$ cat config.mk
export PLATFORM = sky130hd
export DESIGN_NAME = mem_to_fifo
export DESIGN_NICKNAME = d
export VERILOG_FILES = /design/src/rtl/mem_to_fifo.sv
export SDC_FILE = /design/constraint.sdc
export NUM_CORES = 1
export LEC_CHECK = 0
export ABC_AREA = 1
export BUFFER_PORTS_ARGS = -buffer_cell sky130_fd_sc_hd__buf_2
export CORE_ASPECT_RATIO = 0.5
export CORE_MARGIN = 2
export CORE_UTILIZATION = 50
export DETAILED_ROUTE_END_ITERATION = 12
export HOLD_SLACK_MARGIN = 0.02
export PLACE_DENSITY = 0.67
export SKIP_LAST_GASP = 1
export SLEW_MARGIN = 5
export SYNTH_ARGS = -nofsm -noshare
export SYNTH_HDL_FRONTEND = slang
export SYNTH_SLANG_ARGS = --single-unit
$ cat constraint.sdc
create_clock -name clk -period 5.3 [get_ports clk]
set_input_delay 0.265 -clock clk [delete_from_list [all_inputs] [get_ports clk]]
set_output_delay 0.265 -clock clk [all_outputs]
set_load 0.01 [all_outputs]
$ cat src/rtl/mem_to_fifo.sv
// Replay-side read engine: streams a QDR region (optionally N times or forever)
// into a small first-word-fall-through FIFO, with read credits sized to that FIFO.
module mem_to_fifo #(
    parameter int FIFO_DATA_WIDTH  = 72,
    parameter int MEM_ADDR_WIDTH   = 19,
    parameter int MEM_DATA_WIDTH   = 36,
    parameter int MEM_BURST_LENGTH = 2,
    parameter int MEM_ADDR_LOW     = 0,
    parameter int OFIFO_DEPTH_BITS = 4,
    parameter int REPLAY_CNT_WIDTH = 16
) (
    input  logic                        clk,
    input  logic                        rst,
    input  logic                        fifo_rd_en,
    output logic [FIFO_DATA_WIDTH-1:0]  fifo_data,
    output logic                        fifo_empty,
    output logic                        mem_ad_r_n,
    input  logic                        mem_rd_full,
    output logic [MEM_ADDR_WIDTH-1:0]   mem_ad_rd,
    input  logic [MEM_DATA_WIDTH-1:0]   mem_qrl,
    input  logic [MEM_DATA_WIDTH-1:0]   mem_qrh,
    input  logic                        mem_qr_valid,
    input  logic [MEM_ADDR_WIDTH:0]     mem_addr_high,
    input  logic [REPLAY_CNT_WIDTH-1:0] replay_cnt,
    input  logic                        start,
    input  logic                        sw_rst,
    input  logic                        cal_done,
    output logic                        busy,
    output logic                        done
);
    localparam int W     = MEM_BURST_LENGTH / 2;
    localparam int DEPTH = 1 << OFIFO_DEPTH_BITS;
    localparam int CW    = OFIFO_DEPTH_BITS + 1;
    localparam int AW    = MEM_ADDR_WIDTH + 2;
    localparam int SW    = CW + 2;

    typedef enum logic [1:0] {IDLE, READ, DRAIN, DONE} state_t;

    logic srst;
    assign srst = rst | sw_rst;

    state_t                      state_q, state_d;
    logic [AW-1:0]               idx_q, idx_d;
    logic [REPLAY_CNT_WIDTH-1:0] passes_q, passes_d;
    logic [CW-1:0]               outst_q, outst_d;
    logic                        cmd_n_q, cmd_n_d;
    logic [MEM_ADDR_WIDTH-1:0]   cmd_addr_q, cmd_addr_d;
    logic                        done_q, done_d;
    logic                        cal_done_q;
    logic                        issue;

    logic [FIFO_DATA_WIDTH-1:0]  fifo_mem [DEPTH];
    logic [OFIFO_DEPTH_BITS-1:0] wr_ptr_q, rd_ptr_q;
    logic [CW-1:0]               count_q;
    logic                        push, pop, credit_ok;
    logic [SW-1:0]               credit_sum;
    logic [AW-1:0]               high_ext;

    assign high_ext   = AW'(mem_addr_high);
    // Returns are only accepted against outstanding reads, so stale data after a reset is dropped.
    assign push       = mem_qr_valid && (outst_q != '0);
    assign pop        = fifo_rd_en && (count_q != '0);
    assign credit_sum = SW'(outst_q) + SW'(count_q) + SW'(W);
    assign credit_ok  = credit_sum <= SW'(DEPTH);

    always_comb begin
        state_d    = state_q;
        idx_d      = idx_q;
        passes_d   = passes_q;
        cmd_n_d    = 1'b1;
        cmd_addr_d = cmd_addr_q;
        done_d     = 1'b0;
        issue      = 1'b0;
        case (state_q)
            IDLE: begin
                if (start && cal_done_q) begin
                    idx_d    = AW'(MEM_ADDR_LOW);
                    passes_d = replay_cnt;
                    state_d  = (high_ext <= AW'(MEM_ADDR_LOW)) ? DONE : READ;
                end
            end
            READ: begin
                if (!mem_rd_full && cal_done_q && credit_ok) begin
                    issue      = 1'b1;
                    cmd_n_d    = 1'b0;
                    // Burst-4 commands address word pairs.
                    cmd_addr_d = MEM_ADDR_WIDTH'(idx_q >> (W - 1));
                    if (idx_q + AW'(W) >= high_ext) begin
                        if (passes_q == REPLAY_CNT_WIDTH'(1)) begin
                            state_d = DRAIN;
                        end else begin
                            idx_d = AW'(MEM_ADDR_LOW);
                            if (passes_q != '0) passes_d = passes_q - 1'b1;
                        end
                    end else begin
                        idx_d = idx_q + AW'(W);
                    end
                end
            end
            DRAIN: begin
                if (outst_q == '0) state_d = DONE;
            end
            DONE: begin
                done_d  = 1'b1;
                state_d = IDLE;
            end
            default: state_d = IDLE;
        endcase
    end

    always_comb begin
        outst_d = outst_q;
        if (issue) outst_d = outst_d + CW'(W);
        if (push)  outst_d = outst_d - CW'(1);
    end

    always_ff @(posedge clk) begin
        if (rst) cal_done_q <= 1'b0;
        else     cal_done_q <= cal_done;
    end

    always_ff @(posedge clk) begin
        if (srst) begin
            state_q    <= IDLE;
            idx_q      <= AW'(MEM_ADDR_LOW);
            passes_q   <= '0;
            outst_q    <= '0;
            cmd_n_q    <= 1'b1;
            cmd_addr_q <= MEM_ADDR_WIDTH'(MEM_ADDR_LOW);
            done_q     <= 1'b0;
        end else begin
            state_q    <= state_d;
            idx_q      <= idx_d;
            passes_q   <= passes_d;
            outst_q    <= outst_d;
            cmd_n_q    <= cmd_n_d;
            cmd_addr_q <= cmd_addr_d;
            done_q     <= done_d;
        end
    end

    always_ff @(posedge clk) begin
        if (push) fifo_mem[wr_ptr_q] <= {mem_qrh, mem_qrl};
    end

    always_ff @(posedge clk) begin
        if (srst) begin
            wr_ptr_q <= '0;
            rd_ptr_q <= '0;
            count_q  <= '0;
        end else begin
            if (push) wr_ptr_q <= wr_ptr_q + 1'b1;
            if (pop)  rd_ptr_q <= rd_ptr_q + 1'b1;
            count_q <= count_q + CW'(push) - CW'(pop);
        end
    end

    always_ff @(posedge clk) begin
        if (!srst) assert (!(push && !pop && (count_q == CW'(DEPTH))));
    end

    assign fifo_data  = fifo_mem[rd_ptr_q];
    assign fifo_empty = (count_q == '0);
    assign mem_ad_r_n = cmd_n_q;
    assign mem_ad_rd  = cmd_addr_q;
    assign busy       = (state_q == READ) || (state_q == DRAIN);
    assign done       = done_q;

endmodule

# Word level (Yosys, flattened, before mapping)
# Memories as Yosys holds them, arrays and structs flattened. A register that Yosys moved wholly into a read port is not among the register bits.
# Cells that the tools add are included.
dict set report word_totals {
  wordCells 86
  out_inout_bits 95
  ff_bits 79
  mem_bits_rw 1152
  in_bits 116
  memories 1
}
# memory depth width rd rd_ports_with_merged_regs write_ports line_no
set mem_list {}
lappend mem_list {fifo_mem 16 72 1 1 1 52} ;# logic [FIFO_DATA_WIDTH-1:0] fifo_mem [DEPTH];
dict set report op_classes {
  n_reduce_logical 19
  add_sub_neg 10
  n_eq_ne 12
  magnitude_cmp 3
  n_bitwise 2
  mux 28
}
# cell count
set op_table {}
lappend op_table {{two-way mux 21 bit} 4}
lappend op_table {{two-way mux 16 bit} 5}
lappend op_table {{case mux 21 bit (2 select lines)} 1}
lappend op_table {{case mux 16 bit (2 select lines)} 1}
lappend op_table {{adder 21 x 1 -> 21 bit, second input constant} 1}
lappend op_table {{>= comparator 21 x 20 -> 1 bit} 1}
lappend op_table {{<= comparator 20 x 1 -> 1 bit, second input constant} 1}
lappend op_table {{== test 16 x 1 -> 1 bit, second input constant} 1}
lappend op_table {{nonzero test 16 bit} 1}
lappend op_table {{subtractor 16 x 1 -> 16 bit, second input constant} 1}
lappend op_table {{!= test 2 bit, second input constant} 7}
lappend op_table {{two-way mux 2 bit} 6}
lappend op_table {{logical NOT 5 bit} 2}
lappend op_table {{two-way mux 5 bit} 2}
lappend op_table {{nonzero test 5 bit} 2}
lappend op_table {{adder 4 x 1 -> 4 bit, second input constant} 2}
lappend op_table {{two-way mux 4 bit} 2}
lappend op_table {{case mux 2 bit (4 select lines)} 1}
lappend op_table {{adder 6 x 1 -> 7 bit, second input constant} 1}
lappend op_table {{<= comparator 7 x 5 -> 1 bit, second input constant} 1}
lappend op_table {{adder 5 x 5 -> 6 bit} 1}
lappend op_table {{two-way mux 1 bit} 6}
lappend op_table {{AND reduction 6 bit} 1}
lappend op_table {{adder 5 x 1 -> 5 bit} 1}
lappend op_table {{17 further kinds} 22}

# Depth between registers and ports, before layout
# Gate-level depths: netlist of run 1.
dict set report depth {
  depth_word 9
  mapped_depth 23
  ltp_nobuf 22
}

# Worst setup path before layout of run 1
# Ideal clock, no wire load.
dict set report synth_path {
  path_type {register -> register}
  start {reg outst_q[0]}
  end {mem fifo_mem[11][0], enable pin}
  path_stages_with_launch 8
  setup_slack_ps 599
  setup_ps 503
  t_required_ps 4797
  path_buffers 0
  arrival_time_ps 4198
  synth_period_minus_slack_ps 4701
  cell_sequence {dfxtp_1 inv_1 ha_1 nand3_1 nand2_1 inv_1 nand2_1 nor2_1}
}
dict set report synth_via {
  elab_chain_len 4
}
# item line_no
set synth_rtl {}
lappend synth_rtl {{start, declared} 45} ;# logic [CW-1:0] outst_q, outst_d;
lappend synth_rtl {{start signal, assigned} 135} ;# outst_q <= outst_d;
lappend synth_rtl {{nonzero test 5 bit} 61} ;# assign push = mem_qr_valid && (outst_q != '0);
lappend synth_rtl {{logical AND 1 bit} 61}
lappend synth_rtl {{two-way mux 1 bit} 143} ;# if (push) fifo_mem[wr_ptr_q] <= {mem_qrh, mem_qrl};
lappend synth_rtl {{two-way mux 1 bit (implied by the code)} 143}
lappend synth_rtl {{end, declared} 52}
# Every way passes these cells.

# Final worst setup path of run 1
dict set report layout_path {
  start {reg idx_q[0]}
  end {reg idx_q[10]}
}
dict set report layout_via {
  elab_chain_len 5
  elab_cells_between_ends 7
  classes_between {add/sub (1); order compare (1); eq/ne (1); mux (3); reduce/logical (1)}
}
# item line_no
set layout_rtl {}
lappend layout_rtl {{start, declared} 43} ;# logic [AW-1:0] idx_q, idx_d;
lappend layout_rtl {{start signal, assigned} 125} ;# idx_q <= AW'(MEM_ADDR_LOW);
lappend layout_rtl {{start signal, assigned} 133} ;# idx_q <= idx_d;
lappend layout_rtl {{adder 21 x 1 -> 21 bit *} {88, 96}}
lappend layout_rtl {{>= comparator 21 x 20 -> 1 bit} 88} ;# if (idx_q + AW'(W) >= high_ext) begin
lappend layout_rtl {{two-way mux 21 bit} 88}
lappend layout_rtl {{two-way mux 21 bit} 83} ;# if (!mem_rd_full && cal_done_q && credit_ok) begin
lappend layout_rtl {{case mux 21 bit (2 select lines)} 74} ;# case (state_q)
# Every way passes the cells marked *; elsewhere a longest branch is shown, timed or not. The select of a mux whose other input is x is not followed.
# A chain may end at the register's enable or synchronous reset.

==> results of run 1 <==
## power groups by stage
stage	Sequential (mW)	Combinational (mW)	Clock, mW
after detailed placement	11.0	2.96	0
after global placement	11.0	2.90	0
after floorplan	10.9	2.11	0
after global routing	10.8	3.37	8.12
final	10.8	3.03	7.60
after CTS	10.8	3.04	7.73
## metal layers
metal	share of wire	GRT usage	wire [µm]	up-vias
met5	0.00011	0	13	-
met4	0.016	0.0502	1960	2
met3	0.064	0.0321	7610	145
met2	0.47	0.360	56100	988
met1	0.45	0.326	53000	15400
li1	-	-	-	14600
## state kept, by name (all words and copies together) (netlist names), named ones only
name        flops
fifo_mem     1152
passes_q       16
state_q         2
done            1
wr_ptr_q        4
mem_ad_r_n      1
count_q         5
idx_q          21
rd_ptr_q        4
outst_q         5
cal_done_q      1
mem_ad_rd      19
## worst reg2reg max path: cells and delay by family, from the launching register on
kind,cells,cell delay (ns)
and+or+nand+nor,12,2.06
adders and majority gates,2,0.53
DFF,1,0.46
AOI/OAI and AO/OA,3,0.43
xor gates and xnor gates,1,0.22
buffers and inverters,1,0.07
## synthesized netlist by cell type (2+ instances only)
| library cell | number |
|---|---|
| edfxtp_1 | 1152 |
| inv_1 | 400 |
| o21ai_0 | 389 |
| a21oi_1 | 364 |
| mux2i_1 | 289 |
| o211ai_1 | 288 |
| nand2_1 | 260 |
| clkbuf_1 | 165 |
| nand3_1 | 136 |
| nor2_1 | 95 |
| dfxtp_1 | 83 |
| ha_1 | 46 |
| buf_2 | 35 |
| buf_1 | 27 |
| xor2_1 | 18 |
| nand4_1 | 14 |
| nor3_1 | 9 |
| inv_2 | 7 |
| nand3_2 | 7 |
| a21oi_2 | 6 |
| nor4_1 | 5 |
| buf_6 | 4 |
| nand2_2 | 4 |
| a31oi_1 | 3 |
| a211oi_1 | 2 |
| nand2_4 | 2 |
| nand3_4 | 2 |
| nand3b_1 | 2 |
| nor2_2 | 2 |
| nor2_4 | 2 |
| o21a_1 | 2 |
| o31ai_1 | 2 |
| or2_1 | 2 |
## area by class of cell
cell class                 count  area, µm²
fill                        7907      42700
inverter                     409       1550
antenna                        1       2.50
tap                         1344       1680
multi-input combinational   1965      12300
timing repair buffer         353       2620
clock buffer                 131       2800
sequential                  1235      36300
clock inverter                65        559
## what timing repair did
action,in CTS,in global routing
endpoints found under the hold margin,1174,0
hold buffers,92,0
buffers inserted,0,0
## kinds of logic (layout without fill, tap and decap cells)
logic type	after synthesis	after routing	synth area share
flip-flops	1235	1235	0.712
AO/OA/AOI/OAI	1063	1063	0.120
buffers and inverters	641	958	0.0488
AND/OR/NAND/NOR	547	547	0.0481
multiplexers	289	289	0.0568
adder cells (fa/ha/maj)	47	47	0.0117
XOR/XNOR	19	19	0.00327
other	0	1	0
## per-stage QoR
step,power [mW],cells,util,setup WS (ns)
2_1_floorplan,13.1,3841,-,0.599
3_3_place_gp,13.9,5214,0.532,1.44
3_5_place_dp,14.0,5214,0.532,1.43
4_1_cts,21.6,5502,0.575,1.41
5_1_grt,22.3,5502,0.575,1.05
6_report,21.4,5503,0.575,1.38
## path summary, 6_finish.rpt
check | end | slack (ns) | cells after the start
max | idx_q[10]$_SDFFE_PP0P_ | 1.38 | 19
min | state_q[1]$_SDFFE_PP0P_ | 0.11 | 6
max reg2reg | idx_q[10]$_SDFFE_PP0P_ | 1.38 | 19
min reg2reg | flop | 0.47 | 2
==> results_dict.tcl, run 1 <==
set metrics [dict create \
    status "finished clean" \
    place_hpwl_mm 59.9 \
    fp-row-count 82 \
    cts.sinks 1235 \
    yosys-top-cells-area "edfxtp_1 68%, mux2i_1 5.7%, o211ai_1 4.2%" \
    placed_area_mm2 0.0535 \
    max-slew-margin-rel 0.254 \
    crit_arrival_ns 4.48 \
    start_util 0.507 \
    power_frac_clock 0.355 \
    layout.nets 4234 \
    start_kind "flop" \
    final_area_mm2 0.0578 \
    max_cap_violations 0 \
    synth.distinct_cells 50 \
    clock_latency_ns 0.73 \
    cts_tree "yes" \
    overflow 0 \
    drcViolationCount 0 \
    wirelength_mm 119 \
    path_buf_inv 1 \
    die_y_um 230 \
    final_common_cell "edfxtp_1" \
    root_buffer "clkbuf_16" \
    io_pins 211 \
    grt_pass1_vias 29800 \
    tns_ns 0 \
    p_switching_mw 5.52 \
    grt_max_degree 173 \
    period_share 0.740 \
    cts_buffer_depth 3 \
    crit_family "simple AND/OR/NAND/NOR gates" \
    synth_top_area_share 0.679 \
    power_frac_seq 0.504 \
    die_w_um 455 \
    cpMaxStageDelayCell "dfxtp_1" \
    r2r_start "idx_q[0]$_SDFFE_PP0P_" \
    synth_edf_count 1152 \
    drive_gt1_frac 0.114 \
    cts_buffers 107 \
    synth.yosys.seq_area_share 0.712 \
    vias 31100 \
    fmax_mhz 255 \
    io_buffers 210 \
    hold_class "in -> reg" \
    finalSetupViolCount 0 \
    cp-startpoint "idx_q[0]$_SDFFE_PP0P_" \
    ys_ff_latch 1235 \
    yosysTopAreaCell "edfxtp_1" \
    wl_per_cell_um 21.6 \
    netSwitchingFraction 0.258 \
    place_congestion 0.805 \
    synth_warnings 0 \
    finClkSkew_ns 0.0451 \
    max_stage_delay_ns 0.46 \
    drtIter0Drc 3227 \
    netlist_instances 3841 \
    finalCriticalPeriod_ns 3.92 \
    peakVddDrop_mv 0.308 \
    whs_ns 0.107 \
    maxSlewViolCount 0 \
    grt_pass1_wl_mm 180 \
    power_density_mw_per_mm2 370 \
    grt_usage 0.224 \
    antenna_found_initial 1 \
    core_area_mm2 0.101 \
    drt_pass1_iterations 5 \
    critPathMaxFanout 33 \
    ctsResizeCount 0 \
    avgSynthCellArea_um2 13.3 \
    cts_max_level 3 \
    area_growth_pct 13.5 \
    comb_power_share 0.141 \
    synthesis.nets 4004 \
    die-area_mm2 0.105 \
    cp_common_cell "nand2_2" \
    ys.flop_type "edfxtp_1" \
    synthesis.area_mm2 0.0510 \
    power_leakage_nw 19.5 \
    worst_slew_pin_slew_ns 1.12 \
    crit_chain "ha_1 > nand2_2 > nor2_4 > nand2_2 > nor2_4 > nand3_1 > nor2_1 > xor2_1 > inv_1 > ha_1 > a21o_1 > a211oi_1 > nand2_1 > nor2_8 > nand2_4 > nand3_4 > nand2_2 > nand2_1 > a21oi_2" \
    rsz0062_at_grt "no" \
    ant_nets 0 \
    crit_type "reg -> reg" \
    hold_violations 0 \
    clkSlewWorstSetupHoldPaths_ns 0.06 \
    detail_route.vias_per_cell 5.66 \
    final_cell_mix "1152 x edfxtp_1, 400 x inv_1, 389 x o21ai_0" \
    worstHoldStart "mem_addr_high[17]" \
    async_reset_ff_frac 0 \
    required_ns 5.86 \
    end_kind "flop" \
    p_int_mw 15.9 \
]
Power figures use the tool's default switching activity.
==> inputs of run 2 (changes only) <==
Clock period 5.3 ns to 4 ns, I/O delays scaled along.
==> results_dict.tcl, run 2 (synthesized netlist as in run 1, its figures left out) <==
set metrics [dict create \
    status "finished clean" \
    layout.nets 4269 \
    largest_reg_flops 1152 \
    power_leakage_nw 19.7 \
    finalSetupViolCount 0 \
    netSwitchingFraction 0.262 \
    worst_slew_pin_slew_ns 1.08 \
    tns_ns 0 \
    reg2reg_slack_ns 0.36 \
    critPathMaxFanout 14 \
    final_cell_mix "1152 x edfxtp_1, 400 x inv_1, 389 x o21ai_0" \
    finClkSkew_ns 0.0430 \
    power_mw 28.4 \
    rsz0062_at_grt "no" \
    vias 31300 \
    crit_arrival_ns 4.25 \
    wl_per_cell_um 21.5 \
    drive_gt1_frac 0.119 \
    cts_buffers 107 \
    die_y_um 230 \
    fmax_mhz 274 \
    start_util 0.507 \
    die_w_um 455 \
    io_pins 211 \
    cts_max_level 3 \
    cts_buffer_depth 3 \
    required_ns 4.61 \
    fp-row-count 82 \
    drt_pass1_iterations 5 \
    crit_chain "ha_1 > nand2_2 > nor2_4 > nand2_2 > nor2_4 > nand3_1 > nor2_1 > xor2_1 > inv_1 > ha_1 > a21o_1 > a211oi_1 > nand2_1 > nor2_8 > nand2_4 > nand3_4 > buf_4 > nand3_1 > nand2_1 > nor2_1" \
    largest-register "fifo_mem" \
    start_kind "flop" \
    clock_latency_ns 0.75 \
    crit_type "reg -> reg" \
    whs_ns 0.0558 \
    wirelength_mm 119 \
    max_stage_delay_ns 0.44 \
    cts_tree "yes" \
    power_frac_clock 0.351 \
    peakVddDrop_mv 0.328 \
    detail_route.vias_per_cell 5.66 \
    place_hpwl_mm 62.5 \
    grt_max_degree 139 \
    hold_class "in -> reg" \
    root_buffer "clkbuf_16" \
    antenna_found_initial 3 \
    grt_pass1_vias 30700 \
    fin_util 0.580 \
    die-area_mm2 0.105 \
    final_common_cell "edfxtp_1" \
    grt_usage 0.225 \
    power_frac_seq 0.503 \
    end_kind "flop" \
    cts.sinks 1235 \
    grt_pass1_wl_mm 182 \
    hold_violations 0 \
    p_int_mw 21.0 \
    drtIter0Drc 3035 \
    max_cap_violations 0 \
    comb_power_share 0.146 \
    ant_nets 0 \
    period_share 0.911 \
    clkSlewWorstSetupHoldPaths_ns 0.07 \
    area_growth_pct 14.4 \
    maxSlewViolCount 0 \
    io_buffers 210 \
    p_switching_mw 7.45 \
    place_congestion 0.848 \
    max-slew-margin-rel 0.279 \
    power_density_mw_per_mm2 487 \
    finalCriticalPeriod_ns 3.64 \
    overflow 0 \
    core_area_mm2 0.101 \
    cpMaxStageDelayCell "dfxtp_1" \
    drcViolationCount 0 \
]
==> run 2: cell types whose count changed in the layout (fill, tap and decap cells not counted), moves of 2 or more <==
cell / delta
buf_12: +17
buf_4: +14
clkinv_2: -14
clkinvlp_4: +6
bufinv_16: -3
clkbuf_1: +3
clkinv_16: +3
dlygate4sd3_1: +3
clkinv_1: +2
inv_16: -2
inv_4: +2
==> run 2: critical path: cells and delay by family, from the launching register on <==
family / cells / cell delay [ns]
adders and majority gates: 2 / 0.54
AOI/OAI and AO/OA: 2 / 0.38
and+or+nand+nor: 13 / 1.70
xor gates and xnor gates: 1 / 0.20
DFF: 1 / 0.44
buffers and inverters: 2 / 0.28
==> run 2: final timing paths <==
kind / startpoint / endpoint / cells past startpoint
hold reg to reg: rd_ptr_q[3]$_SDFFE_PP0P_ / flop / 2
setup reg to reg: idx_q[0]$_SDFFE_PP0P_ / idx_q[5]$_SDFFE_PP0P_ / 20
setup / recovery: idx_q[0]$_SDFFE_PP0P_ / idx_q[5]$_SDFFE_PP0P_ / 20
hold / removal: mem_addr_high[1] / state_q[1]$_SDFFE_PP0P_ / 6
==> run 2: area by class of cell <==
cell class              count  area [µm²]
diodes                      2        5.00
clock buffers             133        2810
clock inverters            60         536
fillers                  7868       42300
inverters                 409        1550
multi-input cells        1966       12400
flip-flops and latches   1235       36300
well taps                1344        1680
repair buffers            387        3090
==> run 2: power groups by stage <==
stage	registers (mW)	clock network [mW]	logic, mW
floorplan	14.5	0	2.80
global placement	14.6	0	3.97
detailed placement	14.6	0	4.06
CTS	14.3	10.2	4.16
global route	14.3	10.7	4.60
finish	14.3	9.98	4.15
==> run 2: per-stage QoR <==
step                      instance area [µm²]  instances  worst slack (ns)
after CTS                               58300       5533             0.277
after global routing                    58300       5536          0.000910
after global placement                  54000       5245             0.380
after floorplan                         51000       3841            -0.701
final                                   58300       5536             0.356
after detailed placement                54000       5245             0.293
==> run 2: what timing repair did <==
item	4_1_cts	5_1_grt
resized for setup	0	2
hold buffers	95	0
hold endpoints to repair	1183	0
setup buffers	0	0
setup endpoints to repair	0	19
==> run 2: layer usage <==
| metal | global-route usage | part of all wire | up-vias |
|---|---|---|---|
| li1 | - | - | 14700 |
| met2 | 0.364 | 0.47 | 1009 |
| met4 | 0.0557 | 0.020 | 2 |
| met3 | 0.0365 | 0.063 | 169 |
| met5 | 0 | 0.00011 | - |
| met1 | 0.321 | 0.45 | 15500 |
